### config.mk
export PLATFORM = sky130hd
export DESIGN_NAME = fp_add_arbiter
export DESIGN_NICKNAME = d
export VERILOG_FILES = /design/src/rtl/fp_add_arbiter.sv
export SDC_FILE = /design/constraint.sdc
export NUM_CORES = 1
export LEC_CHECK = 0
export ABC_AREA = 1
export BUFFER_PORTS_ARGS = -buffer_cell sky130_fd_sc_hd__buf_4
export CORE_MARGIN = 2
export CORE_UTILIZATION = 50
export CTS_BUF_LIST = sky130_fd_sc_hd__clkbuf_16
export CTS_CLUSTER_DIAMETER = 60
export DETAILED_ROUTE_END_ITERATION = 6
export GPL_TIMING_DRIVEN = 0
export PLACE_DENSITY = 0.92
export SYNTH_ARGS = -nofsm -noshare
export SYNTH_HDL_FRONTEND = slang
export SYNTH_SLANG_ARGS = --single-unit
### constraint.sdc
create_clock -name clk -period 2.61 [get_ports clk]
set_input_delay 0.3915 -clock clk [delete_from_list [all_inputs] [get_ports clk]]
set_output_delay 0.3915 -clock clk [all_outputs]
set_load 0.005 [all_outputs]
### src/rtl/fp_add_arbiter.sv
`default_nettype none
// ============================================================================
// Module      : fp_add_arbiter
// Description : Round-robin front end that shares one pipelined FP16 adder
//               between two requesters. A shadow pipeline tracks the owner of
//               each in-flight operation and steers each result back to it.
// Revision    : 1.0 - initial release
// ============================================================================
module fp_add_arbiter #(
    // Clock edges from an adder input change to a valid adder output (1..8).
    parameter int LATENCY = 1
) (
    input  logic        clk,
    input  logic        rst_n,

    input  logic        req0_valid,
    output logic        req0_ready,
    input  logic [15:0] req0_a,
    input  logic [15:0] req0_b,
    input  logic        req0_op,

    input  logic        req1_valid,
    output logic        req1_ready,
    input  logic [15:0] req1_a,
    input  logic [15:0] req1_b,
    input  logic        req1_op,

    output logic [15:0] add_a,
    output logic [15:0] add_b,
    output logic        add_op,
    input  logic [15:0] add_s,

    output logic        resp0_valid,
    output logic        resp1_valid,
    output logic [15:0] resp_s,
    output logic        resp_special,
    output logic        busy
);

    // ------------------------------------------------------------------------
    // Arbitration state and issue registers
    // ------------------------------------------------------------------------
    logic        last_grant_q, last_grant_d;
    logic        grant;
    logic        handshake;

    logic [15:0] add_a_q, add_a_d;
    logic [15:0] add_b_q, add_b_d;
    logic        add_op_q, add_op_d;

    // Shadow pipeline: bit k of each vector is stage k; stage LATENCY retires.
    logic [LATENCY:0] sh_valid_q, sh_valid_d;
    logic [LATENCY:0] sh_owner_q, sh_owner_d;

    logic        retire;
    logic        retire_owner;

    logic        resp0_valid_q, resp0_valid_d;
    logic        resp1_valid_q, resp1_valid_d;
    logic [15:0] resp_s_q, resp_s_d;
    logic        resp_special_q, resp_special_d;

    // Round-robin grant: under contention the requester that did not win last.
    always_comb begin
        grant = 1'b0;
        if (req0_valid && req1_valid) begin
            grant = ~last_grant_q;
        end else if (req1_valid) begin
            grant = 1'b1;
        end
    end

    // Ready is qualified by valid so an idle requester never sees ready.
    assign req0_ready = req0_valid & ~grant;
    assign req1_ready = req1_valid &  grant;
    assign handshake  = req0_ready | req1_ready;

    // Next-state for grant history and the adder operand registers.
    always_comb begin
        last_grant_d = last_grant_q;
        add_a_d      = add_a_q;
        add_b_d      = add_b_q;
        add_op_d     = add_op_q;
        if (handshake) begin
            last_grant_d = grant;
            add_a_d      = grant ? req1_a  : req0_a;
            add_b_d      = grant ? req1_b  : req0_b;
            add_op_d     = grant ? req1_op : req0_op;
        end
    end

    // Shadow pipeline shifts every cycle; stage 0 records this cycle's issue.
    always_comb begin
        sh_valid_d = {sh_valid_q[LATENCY-1:0], handshake};
        sh_owner_d = {sh_owner_q[LATENCY-1:0], grant};
    end

    assign retire       = sh_valid_q[LATENCY];
    assign retire_owner = sh_owner_q[LATENCY];

    // Response capture: the adder output is valid while the last stage is.
    always_comb begin
        resp0_valid_d  = retire & ~retire_owner;
        resp1_valid_d  = retire &  retire_owner;
        resp_s_d       = resp_s_q;
        resp_special_d = resp_special_q;
        if (retire) begin
            resp_s_d       = add_s;
            resp_special_d = &add_s[14:10];
        end
    end

    // State registers; reset drops all in-flight work and favours req0 next.
    always_ff @(posedge clk or negedge rst_n) begin
        if (!rst_n) begin
            last_grant_q   <= 1'b1;
            add_a_q        <= 16'h0000;
            add_b_q        <= 16'h0000;
            add_op_q       <= 1'b0;
            sh_valid_q     <= '0;
            sh_owner_q     <= '0;
            resp0_valid_q  <= 1'b0;
            resp1_valid_q  <= 1'b0;
            resp_s_q       <= 16'h0000;
            resp_special_q <= 1'b0;
        end else begin
            last_grant_q   <= last_grant_d;
            add_a_q        <= add_a_d;
            add_b_q        <= add_b_d;
            add_op_q       <= add_op_d;
            sh_valid_q     <= sh_valid_d;
            sh_owner_q     <= sh_owner_d;
            resp0_valid_q  <= resp0_valid_d;
            resp1_valid_q  <= resp1_valid_d;
            resp_s_q       <= resp_s_d;
            resp_special_q <= resp_special_d;
        end
    end

    assign add_a        = add_a_q;
    assign add_b        = add_b_q;
    assign add_op       = add_op_q;
    assign resp0_valid  = resp0_valid_q;
    assign resp1_valid  = resp1_valid_q;
    assign resp_s       = resp_s_q;
    assign resp_special = resp_special_q;
    assign busy         = |sh_valid_q;

endmodule
`default_nettype wire

# Word level (Yosys, flattened, before mapping)
# Cells that the tools add are included.
# classes
reduce_logical	3
mux	5
n_bitwise	8
# ops
operator	n
16-bit 2-to-1 mux	2
5-bit AND reduction	1
1-bit bitwise AND	4
1-bit 2-to-1 mux	3
1-bit NOT	3
2-bit OR reduction	1
1-bit logical AND	1
1-bit bitwise OR	1
# word_totals
output_inout_bits	55
word_cells	26
in_bits	86
regBits	57

# Depth between registers and ports, before layout
# Gate-level depths: netlist of the first run.
# depth
ltp_word	5
mapped_depth	6
mapped_depth_nobuf	5

# Worst setup path before layout of the first run
# OpenSTA, ideal clock, no wires.
# synth_path
path_kind	register -> output
startpoint	register last_grant_q
endpoint	output port req0_ready
t_arrival_ps	1006
stages_incl_launch_ff	6
t_required_ps	2219
path_slack_ps	1213
cell_sequence	dfstp_2 nand2_4 nand2_4 buf_2 inv_2 nor2_1
# synth_between
elab_chain_cells	4
# synth_lines
item	line	rtl
from (decl)	43	logic last_grant_q, last_grant_d;
from (signal assigned)	127	last_grant_q <= last_grant_d;
1-bit NOT	67	grant = ~last_grant_q;
1-bit 2-to-1 mux	66	if (req0_valid && req1_valid) begin
via grant	44	logic grant;
1-bit NOT	74	assign req0_ready = req0_valid & ~grant;
1-bit bitwise AND	74	
to (decl)	17	output logic req0_ready,
# The timed path passes the listed nets, and every way through them passes these cells.

# Worst setup path after layout of the first run
# Same ends and word-level chain as after synthesis.

==> results of run 1 <==
==> worst paths after layout <==
check / cells past startpoint / endpoint / slack, ps / from
setup / recovery: 6 / req0_ready / 670 / last_grant_q
hold reg to reg: 0 / sh_owner_q[1] / 360 / sh_owner_q[0]
setup reg to reg: 6 / add_b[2] / 1250 / last_grant_q
max in group asynchronous: 1 / add_b[9] / 2010 / rst_n
min in group clk: 3 / resp_s[3] / 280 / add_s[3]
hold / removal: 1 / resp_s[7] / 120 / rst_n
==> through the flow <==
step                total power, W  std cells  hold WS [ps]
floorplan                  0.00134        375          95.9
global placement           0.00167        586           336
detailed placement         0.00169        586           347
CTS                        0.00272        602           152
global route               0.00284        602           185
finish                     0.00270        602           125
==> worst register-to-register path: stages, from the launching register on <==
cell and delay [ps]:
dfstp_2 550, nand2_4 90, nand2_4 100, nand2_2 120, buf_4 210, nand3_1 90
nand2_1 80
==> logic make-up (layout without fill, tap and decap cells) <==
kind of cell           Yosys count  in the layout
DFF                             57             57
AOI/OAI and AO/OA                2              2
buffers and inverters           94            249
and+or+nand+nor                222            222
==> registers in the layout, summed over array words and instances (netlist names) <==
register,count
resp_s,16
add_a,16
resp_special,1
sh_valid_q,2
add_op,1
last_grant_q,1
add_b,16
sh_owner_q,2
resp0_valid,1
resp1_valid,1
==> metal layers <==
layer  vias to the layer above  track usage [%]  routed length (um)
li1                       1446                -                   -
met1                      1411             30.3                3010
met2                       126             48.4                4340
met3                        17             5.62                 645
met4                         0             12.0                 160
met5                         -                0                   0
==> power by group <==
part,switching [W],leakage (nW),internal (W)
clock network,0.000382,0.132,0.000629
logic,0.000294,1.75,0.000321
registers,0.0000739,0.677,0.000998
total,0.000750,2.56,0.00195
==> cell usage in the layout, fill, tap and decap left out, types with 2 or more instances in the layout <==
cell and n:
buf_2 15, buf_4 143, buf_6 3, clkbuf_16 9, clkinv_2 4, clkinvlp_4 2, dfrtp_1 56, inv_1 70
nand2_1 116, nand2_4 2, nand3_1 79, nand3_2 20, nor2_1 2
==> cell type report <==
| type | count | area share [%] |
|---|---|---|
| clock inverters | 7 | 0.896 |
| clock buffers | 9 | 5.21 |
| plain buffers | 23 | 3.30 |
| flip-flops and latches | 57 | 33.0 |
| well taps | 72 | 2.08 |
| repair buffers | 139 | 24.1 |
| multi-input cells | 224 | 25.2 |
| inverters | 71 | 6.16 |
==> impl_results.md, run 1 <==
* Status: finished, final reports clean
* Gp weighted congestion at 0.851
* Worst-Skew Late Latency at between 300 and 400 ps
* Setup ws final at 666 ps
* Initial Util at a little over half
* Leakage at approximately 2.6 nW
* Share of cells above drive strength 1 at about two fifths
* Critical path's top delay family: flip-flops
* Final period utilization at 74.5%
* CP max stage delay at 550 ps
* Grt total ovfl at 0
* ANT cells at 0
* Clk slew on worst S/H paths at ~50 ps
* Commonest cells in the netlist: 116 x nand2_1, 79 x nand3_1, 69 x inv_1
* Post-synthesis compound-gate area fraction at 0.427%
* Die X at 80.5 um
* Root buffer cell: clkbuf_16
* Vias at 3000
* Postcts setup bufs at 0
* Htree depth at 3
* Critical path's most frequent cell: nand2_4
* Critical Path Start Type: flip-flop
* Placed cell areas at 4060 um2
* Hold Vio Cnt, Final at 0
* Total GRT Usage at 26.9%
* Multi-input logic area at approximately 1100 um2
* # resized after CTS at 0
* Simple-gate area share of the yosys netlist at 36.9%
* Worst-margin pin slew at slightly above 700 ps
* Pre-CTS setup slack at 980 ps
* Die height at 80.5 um
* # nets final at 611
* Critical path arrival at ~1600 ps
* # IOs at 141
* Synth area leader: dfrtp_1
* Most common cell in the netlist: nand2_1
* Buffers added on ports at ~140
* Main combinational cell family by area after synthesis: simple AND/OR/NAND/NOR gates
* FILL cells at 402
* Vias per cell at approximately 5.0
* Clock sink total at 57
* TritonCTS buffer count at 9
* Synthesis Warnings at 0
* Worst rel slew slack at 52.8%
* HP Class: in -> async
* Syn Area/Cell at about 8 um2
* Gate Count Post-Synth at 375
* Unrepaired setup endpoints after global routing: false
* #FFs+latches synth at 57
* Largest net degree at the start of global routing at 58
* Initial drt markers at 170
* Post-route ant nets at 0
* Area growth syn-to-layout at 47.7%
* Drt wl/cell at 13.5 um
* First-pass GRT wire length at between 10000 and 15000 um
* Syn Nets at approximately 460
* F_max at 514 MHz
* Adder-Cell Fraction of Synth Area at 0%
* IR drop worst, VDD at 0.000404 V
* Hold Buf Count CTS at 0
* Post-Synth XOR/XNOR Area at 0%
* Critical Path RT at 2220 ps
* Routed WL at 8160 um
* Post-synthesis sequential area ratio at 48.7%
* CP max stage cell: dfstp_2
* Sequential Area at 1430 um2
* Mapped Area at 2930 um2
* Yosys top cell area share at 47.8%
* Deepest clock path buffer count at 2
* WS Path Type: reg -> out
* Largest cells by area after synthesis: dfrtp_1 48%, nand2_1 15%, nand3_1 13%
* Die area at around 6500 um2
* HPWL after DPL at 5850 um
* Cell area after layout at 4330 um2
* Final setup viols at 0
* Cell Rows at 27
* CTS tree: done
* Vias in the first global route at 2964
* Top_reg_cell synth: dfrtp_1
* Max cap viols at 0
* Distinct cells, synth at 19
* Mux contribution to synthesized area at 0%
* Worst path bufs/invs at 3
* Cell Chain, Critical Path: nand2_4, nand2_4, buf_2, inv_2, nor2_1, buf_4
* Setup TNS Final at 0 ps
* Post-layout util at ~78%
* Core area at approximately 5600 um2
* Drt pass-1 iters at 5
* DR DRC count at 0
* CP Capture Type: primary output
* Tmin final at 1940 ps
* Critical Path Fanout Max at 10
* Clock Skew at 3.57 ps
* Fraction of registers with async set/reset at between 90% and 100%
* Initial antenna violation count at 0
* Pins Over Slew Limit at 0
* Power Density at ~620 nW/um2
* Post-synth EDFFs at 0
Note: power is estimated with default switching activity, not from simulation.
==> inputs of run 2 (changes only) <==
--- a/config.mk
+++ b/config.mk
@@ -5,15 +5,15 @@
 export SDC_FILE = /design/constraint.sdc
 export NUM_CORES = 1
 export LEC_CHECK = 0
-export ABC_AREA = 1
+export ABC_AREA = 0
 export BUFFER_PORTS_ARGS = -buffer_cell sky130_fd_sc_hd__buf_4
 export CORE_MARGIN = 2
-export CORE_UTILIZATION = 50
+export CORE_UTILIZATION = 40
 export CTS_BUF_LIST = sky130_fd_sc_hd__clkbuf_16
 export CTS_CLUSTER_DIAMETER = 60
 export DETAILED_ROUTE_END_ITERATION = 6
 export GPL_TIMING_DRIVEN = 0
-export PLACE_DENSITY = 0.92
+export PLACE_DENSITY = 0.82
 export SYNTH_ARGS = -nofsm -noshare
 export SYNTH_HDL_FRONTEND = slang
 export SYNTH_SLANG_ARGS = --single-unit
==> constraint.sdc (replaced) <==
create_clock -name clk -period 1.58 [get_ports clk]
set_input_delay 0.237 -clock clk [delete_from_list [all_inputs] [get_ports clk]]
set_output_delay 0.237 -clock clk [all_outputs]
set_load 0.005 [all_outputs]
==> impl_results.md, run 2 <==
* Post-route ant nets at 0
* Gate Count Post-Synth at 163
* Largest net degree at the start of global routing at 58
* Critical path arrival at 1320 ps
* Hold Vio Cnt, Final at 0
* CP Capture Type: primary output
* Buffers added on ports at 139
* Core area at approximately 6300 um2
* Fraction of registers with async set/reset at between 90% and 100%
* Worst-margin pin slew at 700 ps
* Seq pwr share at 38.3%
* #FFs+latches synth at 57
* TritonCTS buffer count at 9
* Distinct cells, synth at 17
* Most common cell after layout, fill and taps aside: buf_4
* Critical Path RT at 1340 ps
* Worst-Skew Late Latency at 320 ps
* Worst rel slew slack at ~53%
* ANT cells at 0
* Mapped Area at 2630 um2
* Post-synth EDFFs at 0
* Worst hold slack at approximately 140 ps
* Leakage at 2.06 nW
* Vias per cell at 4.71
* Psw at 0.000994 W
* Synth area leader: dfrtp_1
* CP max stage delay at 520 ps
* Htree depth at 3
* Final setup viols at 0
* Most common cell in the netlist: dfrtp_1
* Setup TNS Final at 0 ps
* Clock sink total at 57
* Tot Pwr at 0.00448 W
* Synthesis Warnings at 0
* Largest cells by area after synthesis: dfrtp_1 53%, mux2_2 24%, mux2_4 15%
* FILL cells at 503
* Syn Area/Cell at around 16 um2
* Die X at ~85 um
* Grt total ovfl at 0
* First-pass GRT wire length at 9560 um
* Unrepaired setup endpoints after global routing: true
* Share of cells above drive strength 1 at 79.1%
* Clk slew on worst S/H paths at 50 ps
* Routed WL at 5870 um
* Die area at between 7000 and 8000 um2
* Initial drt markers at 38
* # IOs at 141
* Post-synthesis sequential area ratio at 54.3%
* R2r setup slk at 60 ps
* Pins Over Slew Limit at 0
* Cell Chain, Critical Path: a21bo_1, buf_12, and2_4, buf_6
* Yosys top cell area share at a little over half
* Cell Rows at 29
* Deepest clock path buffer count at 2
* Reg2reg end: add_b[8]
* Hold depth at 2
* Clock Skew at ~9.0 ps
* Top_reg_cell synth: dfrtp_1
* Power Density at 1090 nW/um2
* Worst r2r path cells at 5
* Max cap viols at 0
* Critical Path Fanout Max at 6
* WHS Endpoint: sh_valid_q[0]
* Initial antenna violation count at 0
* Syn Nets at roughly 250
* Area growth syn-to-layout at 57.0%
* Initial Util at 41.4%
* Vias at between 1.5k and 2k
* RR Startpoint: last_grant_q
* Most frequent cells in the layout: 146 x buf_4, 55 x mux2_2, 55 x dfrtp_1
* CP max stage cell: dfstp_2
* Critical Path Start Type: flip-flop
* Commonest cells in the netlist: 56 x dfrtp_1, 55 x mux2_2, 27 x mux2_4
* WS Path Type: reg -> out
* Internal at 0.00349 W
* Gp weighted congestion at approximately 0.74
* Vias in the first global route at 1999
* HP Class: in -> reg
* Combinational share of power at 20.9%
* # nets final at 406
* F_max at 644 MHz
* Root buffer cell: clkbuf_16
* DR DRC count at 0
* Total GRT Usage at between 15 and 20%
* Drt wl/cell at approximately 15 um
* Final period utilization at 98.3%
* Status: finished, final reports clean
* Die height at 85.1 um
* Drt pass-1 iters at 4
* CTS tree: done
* Sw frac at 22.2%
* IR drop worst, VDD at 0.000658 V
* Clk pwr share at 40.8%
* HPWL after DPL at 4390 um
* Min-Delay Startpoint: req1_valid
* Tmin final at between 1500 and 2000 ps
-- run 2: layout make-up --
cell class / instances / area, um2 / share of cell area, %
Inverter: 3 / 11.3 / 0.273
Multi-Input combinational cell: 93 / 1090 / 26.5
Sequential cell: 57 / 1430 / 34.6
Buffer: 8 / 91.3 / 2.21
Tap cell: 77 / 96.3 / 2.34
Clock buffer: 9 / 225 / 5.46
Clock inverter: 7 / 61.3 / 1.49
Timing Repair Buffer: 148 / 1120 / 27.1
-- run 2: logic make-up after synthesis --
group                  share of synthesized area [%]
muxes                                           39.0
buffers and inverters                           4.14
DFF                                             54.3
and+or+nand+nor                                 1.71
AOI/OAI and AO/OA                              0.810
-- run 2: timing repair --
item	in CTS	in global routing
pin swaps	0	1
hold buffers	1	0
endpoints found under the hold margin	8	0
gates resized for setup	2	3
endpoints found under the setup margin	3	7
buffers inserted	7	1
-- run 2: routing by layer --
| metal | share of wire [%] | GRT usage (%) | vias to the layer above |
|---|---|---|---|
| met1 | 40 | 20.9 | 906 |
| met4 | 1.4 | 7.36 | 0 |
| met2 | 52 | 28.7 | 86 |
| li1 | - | - | 892 |
| met3 | 6.8 | 3.70 | 8 |
| met5 | 0 | 0 | - |
-- run 2: critical path, delay by kind of cell (launching register included) --
kind | cells | cell delay [ps]
buffers and inverters | 2 | 200
and+or+nand+nor | 1 | 130
AOI/OAI and AO/OA | 1 | 150
DFF | 1 | 520
-- run 2: worst max path at each step --
stage | slack [ps] | depth (start not counted) | start | endpoint
finish | 30 | 4 | last_grant_q | req0_ready
global route | -10 | 4 | last_grant_q | req0_ready
CTS | 0.3 | 4 | last_grant_q | req0_ready
detailed placement | 100 | 5 | last_grant_q | req0_ready
global placement | 120 | 5 | last_grant_q | req0_ready
floorplan | 240 | 4 | last_grant_q | add_a[0]
-- run 2: stage by stage --
| step | std cells | utilization [%] | setup slack [ps] | area (um2) |
|---|---|---|---|---|
| 6_report | 402 | 65.0 | 26.8 | 4130 |
| 5_1_grt | 402 | 65.0 | -10.3 | 4130 |
| 4_1_cts | 401 | 64.7 | 0.335 | 4110 |
| 3_5_place_dp | 379 | 59.3 | 103 | 3770 |
| 3_3_place_gp | 379 | 59.3 | 119 | 3770 |
| 2_1_floorplan | 163 | - | 238 | 2630 |
-- run 2: power groups by stage --
stage	registers, W	clock network [W]	logic (W)
floorplan	0.00174	0	0.000417
global placement	0.00173	0	0.000902
detailed placement	0.00174	0	0.000926
CTS	0.00172	0.00187	0.000947
global route	0.00174	0.00195	0.00101
finish	0.00172	0.00183	0.000938
